<file path="src/rtl/pcseq_pkg.sv">
// Shared types and helpers for the program-counter sequencer.
package pcseq_pkg;

    typedef enum logic [2:0] {
        SEL_SEQ  = 3'd0,
        SEL_BR   = 3'd1,
        SEL_JMP  = 3'd2,
        SEL_CALL = 3'd3,
        SEL_RET  = 3'd4,
        SEL_EXC  = 3'd5
    } next_sel_t;

    // Sign-extend the low 'width' bits of val; callers truncate to their own width.
    function automatic logic [63:0] sext64(input logic [63:0] val, input int unsigned width);
        logic [63:0] mask;
        mask = {64{1'b1}} << width;
        if (val[width-1]) begin
            sext64 = val | mask;
        end else begin
            sext64 = val & ~mask;
        end
    endfunction

endpackage

</file>
<file path="src/rtl/pcseq_ras.sv">
// Circular return-address stack: pushing while full silently overwrites the oldest entry.
// Sticky overflow/underflow flags clear only on srst_i.
module pcseq_ras
    import pcseq_pkg::*;
#(
    parameter int RAS_DEPTH = 4,
    parameter int PC_W      = 16
) (
    input  logic            clk_i,
    input  logic            srst_i,
    input  logic            push_i,
    input  logic            pop_i,
    input  logic [PC_W-1:0] data_i,
    output logic [PC_W-1:0] top_o,
    output logic            empty_o,
    output logic            full_o,
    output logic            ovf_o,
    output logic            unf_o
);

    localparam int PTR_W = $clog2(RAS_DEPTH);
    localparam int CNT_W = PTR_W + 1;
    localparam logic [CNT_W-1:0] CNT_MAX = CNT_W'(RAS_DEPTH);

    logic [PC_W-1:0]  mem_q [RAS_DEPTH];
    logic [PTR_W-1:0] wr_ptr_q, wr_ptr_d, top_ptr_s;
    logic [CNT_W-1:0] cnt_q, cnt_d;
    logic             empty_q, full_q, ovf_q, ovf_d, unf_q, unf_d;

    // wr_ptr_q is the next free slot, so the top lives one below it (mod depth).
    assign top_ptr_s = wr_ptr_q - PTR_W'(1);
    assign top_o     = mem_q[top_ptr_s];
    assign empty_o   = empty_q;
    assign full_o    = full_q;
    assign ovf_o     = ovf_q;
    assign unf_o     = unf_q;

    // Next pointer, count and sticky flags
    always_comb begin
        wr_ptr_d = wr_ptr_q;
        cnt_d    = cnt_q;
        ovf_d    = ovf_q;
        unf_d    = unf_q;
        if (push_i) begin
            wr_ptr_d = wr_ptr_q + PTR_W'(1);
            if (cnt_q == CNT_MAX) begin
                ovf_d = 1'b1;
            end else begin
                cnt_d = cnt_q + CNT_W'(1);
            end
        end else if (pop_i) begin
            if (cnt_q == {CNT_W{1'b0}}) begin
                unf_d = 1'b1;
            end else begin
                wr_ptr_d = top_ptr_s;
                cnt_d    = cnt_q - CNT_W'(1);
            end
        end else begin
            wr_ptr_d = wr_ptr_q;
        end
    end

    // Pointer, count, status and sticky flag registers
    always_ff @(posedge clk_i) begin
        if (srst_i) begin
            wr_ptr_q <= {PTR_W{1'b0}};
            cnt_q    <= {CNT_W{1'b0}};
            empty_q  <= 1'b1;
            full_q   <= 1'b0;
            ovf_q    <= 1'b0;
            unf_q    <= 1'b0;
        end else begin
            wr_ptr_q <= wr_ptr_d;
            cnt_q    <= cnt_d;
            empty_q  <= (cnt_d == {CNT_W{1'b0}});
            full_q   <= (cnt_d == CNT_MAX);
            ovf_q    <= ovf_d;
            unf_q    <= unf_d;
        end
    end

    // Entry storage; contents are meaningless once the count is reset
    always_ff @(posedge clk_i) begin
        if (push_i && !srst_i) begin
            mem_q[wr_ptr_q] <= data_i;
        end else begin
            mem_q <= mem_q;
        end
    end

endmodule

</file>
<file path="src/rtl/pc_sequencer.sv">
// Program-counter sequencer with branch/jump/call/return and a return-address stack.
// Optional exception vectoring is enabled by defining PCSEQ_EXC_VECTOR_EN.
module pc_sequencer
    import pcseq_pkg::*;
#(
    parameter int PC_W        = 16,
    parameter int INSTR_BYTES = 2,
    parameter int BR_IMM_W    = 6,
    parameter int JMP_IMM_W   = 12,
    parameter int RAS_DEPTH   = 4
`ifdef PCSEQ_EXC_VECTOR_EN
    ,
    parameter logic [PC_W-1:0] EXC_VECTOR = PC_W'(16'h0010)
`endif
) (
    input  logic                 clk_pi,
    input  logic                 reset_pi,
    input  logic                 clk_en_pi,
    input  logic                 branch_taken_pi,
    input  logic [BR_IMM_W-1:0]  branch_immediate_pi,
    input  logic                 jump_taken_pi,
    input  logic                 call_taken_pi,
    input  logic [JMP_IMM_W-1:0] jump_immediate_pi,
    input  logic                 return_taken_pi,
    output logic [PC_W-1:0]      pc_po,
    output logic                 ras_empty_po,
    output logic                 ras_full_po,
    output logic                 ras_ovf_po,
    output logic                 ras_unf_po
`ifdef PCSEQ_EXC_VECTOR_EN
    ,
    input  logic                 exc_pi,
    output logic [PC_W-1:0]      epc_po
`endif
);

    next_sel_t       sel_s;
    logic [PC_W-1:0] pc_q, pc_d, nxt_s, br_off_s, jmp_off_s, ras_top_s;
    logic            exc_s, push_s, pop_s;

`ifdef PCSEQ_EXC_VECTOR_EN
    logic [PC_W-1:0] epc_q;
    assign exc_s  = exc_pi;
    assign epc_po = epc_q;
`else
    assign exc_s  = 1'b0;
`endif

    assign nxt_s     = pc_q + PC_W'(INSTR_BYTES);
    assign br_off_s  = PC_W'(sext64(64'(branch_immediate_pi), BR_IMM_W));
    assign jmp_off_s = PC_W'(sext64(64'(jump_immediate_pi), JMP_IMM_W));
    assign pc_po     = pc_q;

    // Redirect priority encoder
    always_comb begin
        sel_s = SEL_SEQ;
        if (exc_s) begin
            sel_s = SEL_EXC;
        end else if (return_taken_pi) begin
            sel_s = SEL_RET;
        end else if (call_taken_pi) begin
            sel_s = SEL_CALL;
        end else if (branch_taken_pi) begin
            sel_s = SEL_BR;
        end else if (jump_taken_pi) begin
            sel_s = SEL_JMP;
        end else begin
            sel_s = SEL_SEQ;
        end
    end

    // Next-PC mux; a return on an empty stack falls through to sequential
    always_comb begin
        pc_d = nxt_s;
        case (sel_s)
            SEL_RET:  pc_d = ras_empty_po ? nxt_s : ras_top_s;
            SEL_CALL: pc_d = nxt_s + jmp_off_s;
            SEL_BR:   pc_d = nxt_s + br_off_s;
            SEL_JMP:  pc_d = nxt_s + jmp_off_s;
`ifdef PCSEQ_EXC_VECTOR_EN
            SEL_EXC:  pc_d = EXC_VECTOR;
`endif
            default:  pc_d = nxt_s;
        endcase
    end

    assign push_s = clk_en_pi && (sel_s == SEL_CALL);
    assign pop_s  = clk_en_pi && (sel_s == SEL_RET);

    pcseq_ras #(
        .RAS_DEPTH (RAS_DEPTH),
        .PC_W      (PC_W)
    ) u_ras (
        .clk_i   (clk_pi),
        .srst_i  (reset_pi),
        .push_i  (push_s),
        .pop_i   (pop_s),
        .data_i  (nxt_s),
        .top_o   (ras_top_s),
        .empty_o (ras_empty_po),
        .full_o  (ras_full_po),
        .ovf_o   (ras_ovf_po),
        .unf_o   (ras_unf_po)
    );

    // PC register (reset wins over the advance enable)
    always_ff @(posedge clk_pi) begin
        if (reset_pi) begin
            pc_q <= {PC_W{1'b0}};
        end else if (clk_en_pi) begin
            pc_q <= pc_d;
        end else begin
            pc_q <= pc_q;
        end
    end

`ifdef PCSEQ_EXC_VECTOR_EN
    // Exception PC capture
    always_ff @(posedge clk_pi) begin
        if (reset_pi) begin
            epc_q <= {PC_W{1'b0}};
        end else if (clk_en_pi && exc_s) begin
            epc_q <= pc_q;
        end else begin
            epc_q <= epc_q;
        end
    end
`endif

endmodule

</file>
<file path="config.mk">
export PLATFORM = sky130hd
export DESIGN_NAME = pc_sequencer
export DESIGN_NICKNAME = d
export VERILOG_FILES = /design/src/rtl/pcseq_pkg.sv /design/src/rtl/pcseq_ras.sv /design/src/rtl/pc_sequencer.sv
export SDC_FILE = /design/constraint.sdc
export NUM_CORES = 1
export LEC_CHECK = 0
export BUFFER_PORTS_ARGS = -buffer_cell sky130_fd_sc_hd__buf_4
export CAP_MARGIN = 40
export CORE_MARGIN = 3
export CORE_UTILIZATION = 31
export CTS_BUF_LIST = sky130_fd_sc_hd__clkbuf_2 sky130_fd_sc_hd__clkbuf_4 sky130_fd_sc_hd__clkbuf_8
export DETAILED_ROUTE_END_ITERATION = 8
export GPL_ROUTABILITY_DRIVEN = 0
export PLACE_DENSITY = 0.47
export SYNTH_ARGS = -nofsm -noshare
export SYNTH_HDL_FRONTEND = slang
export SYNTH_SLANG_ARGS = --single-unit
export TNS_END_PERCENT = 20
</file>
<file path="constraint.sdc">
create_clock -name clk_pi -period 3.74 [get_ports clk_pi]
set_input_delay 0.935 -clock clk_pi [delete_from_list [all_inputs] [get_ports clk_pi]]
set_output_delay 0.935 -clock clk_pi [all_outputs]
set_load 0.03 [all_outputs]
</file>
# == After elaboration in Yosys (flattened, before gate mapping) ==
# Cells that the tools add are included.
# word_totals
elab_cells,64
in_bits,25
regBits,89
out_inout_bits,20
# op_classes
n_bitwise,3
n_addsub,7
magnitude_cmp,3
reduce_logical,12
n_eq_ne,7
mux,21
# op_table
op,count
$mux 16,6
$bwmux 64,1
$pmux 16 s3,1
$add 16x16->16,2
$bmux 16 s2,1
$demux 16 s2,1
$mux 3,6
$add 16x2->16 const B,1
$mux 2,5
$eq 3x3->1 const B,3
$eq 3x2->1 const B,2
$ge 3x3->1 const B,2
$logic_not 3->1,2
$not 2->3,2
$logic_and 1x1->1,4
$reduce_and 2->1,2
$add 3x1->3 const B,1
$eq 3x1->1 const B,1
$lt 3x1->1 const B,1
$reduce_and 3->1,1
$sub 3x1->3 const B,1
$add 2x1->2 const B,1
$ne 2x1->1 const B,1
$reduce_bool 2->1,1
other kinds (4),4

# == Logic depth before layout (Yosys ltp) ==
# logic_depth
depth_word,9
mapped_depth,13
depth_no_buf,12

# == By module ==
# From an unflattened synthesis, not the netlist that was laid out.
# hier_totals
hier_cells,430
hier_area_um2,4957.3
# by_module_without_submodules
module,area_each_um2,seq_area_each_um2,n_inst,cells_per_inst
pcseq_ras,2855.2,2102.0,1,146
pc_sequencer,2102.0,320.3,1,284

# == Worst setup path before layout ==
# No wires, ideal clock.
# synth_path
kind,input port to flip-flop
from,input port return_taken_pi
to,register pc_q[10] (netlist: pc_po[10])
arrival_ps,3746
n_path_buf,2
path_slack_ps,-81
t_required_ps,3666
cell_stages,13
setup_time_ps,74
cell_sequence,buf_2 a21oi_1 clkbuf_1 mux2_2 ha_1 inv_1 fa_1 nor2b_4 o311a_4 o31a_1 o21a_1 or3_1 a31oi_1
# synth_between
elab_chain_cells,4
elab_cells_between_ends,7
cone_classes,eq/ne (4); mux (2); reduce/logical (1)
# synth_lines
element,line,text
from (decl),pc_sequencer.sv:24,"input logic return_taken_pi,"
$mux 3 (*),pc_sequencer.sv:59,end else if (return_taken_pi) begin
$eq 3x2->1,pc_sequencer.sv:75,case (sel_s)
$reduce_or 2->1 (no line),n/a,
$pmux 16 s3 (*),pc_sequencer.sv:75,
to (signal assigned),pc_sequencer.sv:109,pc_q <= {PC_W{1'b0}};
to (signal assigned),pc_sequencer.sv:111,pc_q <= pc_d;
to (signal assigned),pc_sequencer.sv:113,pc_q <= pc_q;
to (decl),pc_sequencer.sv:38,"logic [PC_W-1:0] pc_q, pc_d, nxt_s, br_off_s, jmp_off_s, ras_top_s;"
# Every way passes the cells marked *; elsewhere a longest branch is shown, timed or not.
# A chain may end at the register's enable or synchronous reset.

# == Worst setup path after layout ==
# layout_path
from,input port branch_taken_pi
to,register pc_q[10] (netlist: pc_po[10])
# layout_between
elab_chain_cells,6
elab_cells_between_ends,9
cone_classes,eq/ne (4); mux (4); reduce/logical (1)
# layout_lines
element,line,text
from (decl),pc_sequencer.sv:19,"input logic branch_taken_pi,"
$mux 2 (*),pc_sequencer.sv:63,end else if (branch_taken_pi) begin
$mux 3 (*),pc_sequencer.sv:61,end else if (call_taken_pi) begin
$mux 3 (*),pc_sequencer.sv:59,
$eq 3x2->1,pc_sequencer.sv:75,
$reduce_or 2->1 (no line),n/a,
$pmux 16 s3 (*),pc_sequencer.sv:75,
# Marks and branches as above.

==> impl_results.md <==
* Post-DP Area at 0.00556 mm2
* Outcome: finished, final reports clean
* Worst Setup End Kind: flip-flop
* Ant. Diodes at 0
* Dpl hpwl at 9310 um
* Min Clock Period, post-route at approximately 3.4 ns
* Most used cell, CP: buf_4
* Mapped Cells at 414
* Slew Viols, Final at 0
* Relative slew slack at 48.6%
* Area Overhead vs Synth at 18.5%
* Core Area at 0.0153 mm2
* Largest net degree at the start of global routing at 33
* FF+latch count, synth at 89
* Total GRT Usage at ~16%
* Drt first pass iters at 4
* DRC violations left at 0
* CP max stage cell: mux2_2
* Multi-input gate area at approximately 0.0023 mm2
* Remaining Overflow, GRT at 0
* RSZ-0062 raised after global routing: no
* Final Skew at 0.00753 ns
* Synth Net Count at about 460
* Clock buffer depth at 2
* WP data arrival at about 3.7 ns
* Final Cell Area at 0.00574 mm2
* CP Cell Sequence: buf_4 > nand2b_1 > a21oi_1 > buf_4 > mux2_2 > ha_1 > inv_1 > fa_1 > nor2b_4 > o311a_4 > o31a_1 > o21a_1 > or3_1 > a31oi_1
* CTS Hold Bufs at 0
* Fill count at around 1500
* Antenna viol nets, final at 0
* Setup violators final at 0
* Initial Util at 31.7%
* Initial DRC count at ~190
* Clock Sinks at slightly below 90
* Die area at 0.0171 mm2
* Final Hold Viols at 0
* Seq/Total Area, Yosys at around half
* Required @ worst endpoint at a little over 4 ns
* Reg clk slew, reported paths at roughly 0.090 ns
* MaxCap Viol Count at 0
* Fmax at about 300 MHz
* Worst Setup Start Kind: input pin
* Crit Path Max Fanout at 4
* Seq. cell area at 0.00242 mm2
* I/O pin count at 45
* H-tree levels at 3
* Fraction of layout cells with a size suffix above 1 at roughly a quarter
* Largest stage delay, worst path at around 0.34 ns
* Period utilization at 89.9%
* Port Buffers at between 40 and 50
* Worst-margin pin slew at approximately 0.77 ns
* Maximum vdd drop at between 200 and 250 uV
* Async S/R FF share, synth at 0%
* Hold Path Class: flip-flop to flip-flop
* CTS tree: done
* Vias in the first global route at approximately 3400
* Drt total wl at around 13000 um
* Setup TNS at 0 ns
* Synthesized area at 0.00484 mm2
* Die W at 131 um
* Via count at 3491
* Leakage at between 2 and 2.5 nW
* PwrDens at roughly 440 mW/mm2
* Crit Path Class: input pin to flip-flop
* Routed len/inst at 18.6 um
* TritonCTS Buffers at 9
* Unique masters post-synth at between 50 and 60
* Post-CTS sizing at 0
* Initial antenna violation count at 0
* CTS root buf: clkbuf_8
* Post-synth EDFFs at 64
* Post CTS Setup Buffer Count at 0
* Vias/cell at around 5
* Top_reg_cell synth: edfxtp_1
* Clock latency on the worst-skew pair at 0.38 ns
* Synthesis Warnings at 0
* Layout net count at between 500 and 600
* Die H at between 100 and 150 um
* First-pass GRT wire length at ~20000 um
* # rows at 45
* Mean Syn Cell Area at between 10 and 15 um2
worst max-delay path: cells and delay by family:
family	cells	cell delay, ns
AOI/OAI and AO/OA	5	1.06
and+or+nand+nor	3	0.53
adders and majority gates	2	0.45
buffers and inverters	3	0.36
muxes	1	0.34
worst paths after layout:
| check | start | end | slack [ns] | cells past startpoint |
|---|---|---|---|---|
| worst max-delay path | branch_taken_pi | pc_po[10] | 0.38 | 14 |
| worst min-delay path | u_ras.unf_o | u_ras.unf_o | 0.48 | 2 |
| worst max register to register | pc_po[1] | pc_po[10] | 0.41 | 11 |
| worst min register to register | u_ras.unf_o | u_ras.unf_o | 0.48 | 2 |
layer usage:
metal	vias to the layer above	track usage, %	wire length [um]
met5	-	0	0
met3	11	3.86	693
met2	80	24.3	6040
li1	1705	-	-
met4	0	3.39	133
met1	1695	22.5	6050
cell usage after synthesis, types with 8 or more instances:
cell type	instances	area [um2]
nor2_1	40	150
nand2_1	15	56.3
a21oi_1	24	120
inv_1	18	67.6
nand3_1	10	50.1
a21o_1	8	60.1
clkbuf_1	11	41.3
edfxtp_1	64	1920
ha_1	23	288
and2_1	8	50.1
xor2_1	10	87.6
xnor2_1	8	70.1
mux4_2	16	360
dfxtp_1	25	500
o21ai_0	16	80.1
kinds of logic after synthesis:
family / count (synthesis) / share of synthesized area [%]
simple gates: 117 / 12.6
compound gates: 102 / 14.5
flops: 89 / 50.1
buf+inv: 37 / 3.15
mux: 26 / 9.64
fa+ha+maj: 24 / 6.36
xor+xnor: 19 / 3.72
sequential cells by signal, indices dropped and copies added (netlist names):
register,flops
u_ras.cnt_q,3
u_ras.empty_o,1
u_ras.unf_o,1
pc_po,16
u_ras.full_o,1
u_ras.mem_q,64
u_ras.ovf_o,1
u_ras.wr_ptr_q,2
layout by cell type (no fill, tap or decap), types with 10 or more instances in the layout:
| cell type | n |
|---|---|
| buf_4 | 70 |
| edfxtp_1 | 64 |
| nor2_1 | 40 |
| dfxtp_1 | 25 |
| a21oi_1 | 24 |
| ha_1 | 23 |
| inv_1 | 18 |
| o21ai_0 | 16 |
| mux4_2 | 16 |
| nand2_1 | 15 |
| nand3_1 | 10 |
| xor2_1 | 10 |
power by group:
part           internal [mW]  switching [mW]  total [mW]
combinational          0.309           0.391       0.700
sequential              1.11          0.0485        1.16
clock                  0.253           0.385       0.639
total                   1.67           0.825        2.50
through the flow:
step | hold slack [ns] | util [%] | worst slack (ns) | std cells | power [mW]
detailed placement | 0.463 | 36.4 | 0.0124 | 677 | 1.88
global route | 0.507 | 37.6 | 0.152 | 693 | 2.64
CTS | 0.484 | 37.6 | 0.399 | 693 | 2.53
finish | 0.479 | 37.6 | 0.380 | 693 | 2.50
floorplan | 0.481 | - | 0.0121 | 414 | 1.64
global placement | 0.457 | 36.3 | 0.0570 | 676 | 1.88
cell type report:
| type | instances | share of cell area, % |
|---|---|---|
| Multi-Input combinational cell | 288 | 39.5 |
| Timing Repair Buffer | 71 | 9.36 |
| Sequential cell | 89 | 42.2 |
| Clock inverter | 7 | 1.00 |
| Tap cell | 211 | 4.60 |
| Inverter | 18 | 1.18 |
| Clock buffer | 9 | 2.16 |
(Power assumes the default switching activity.)
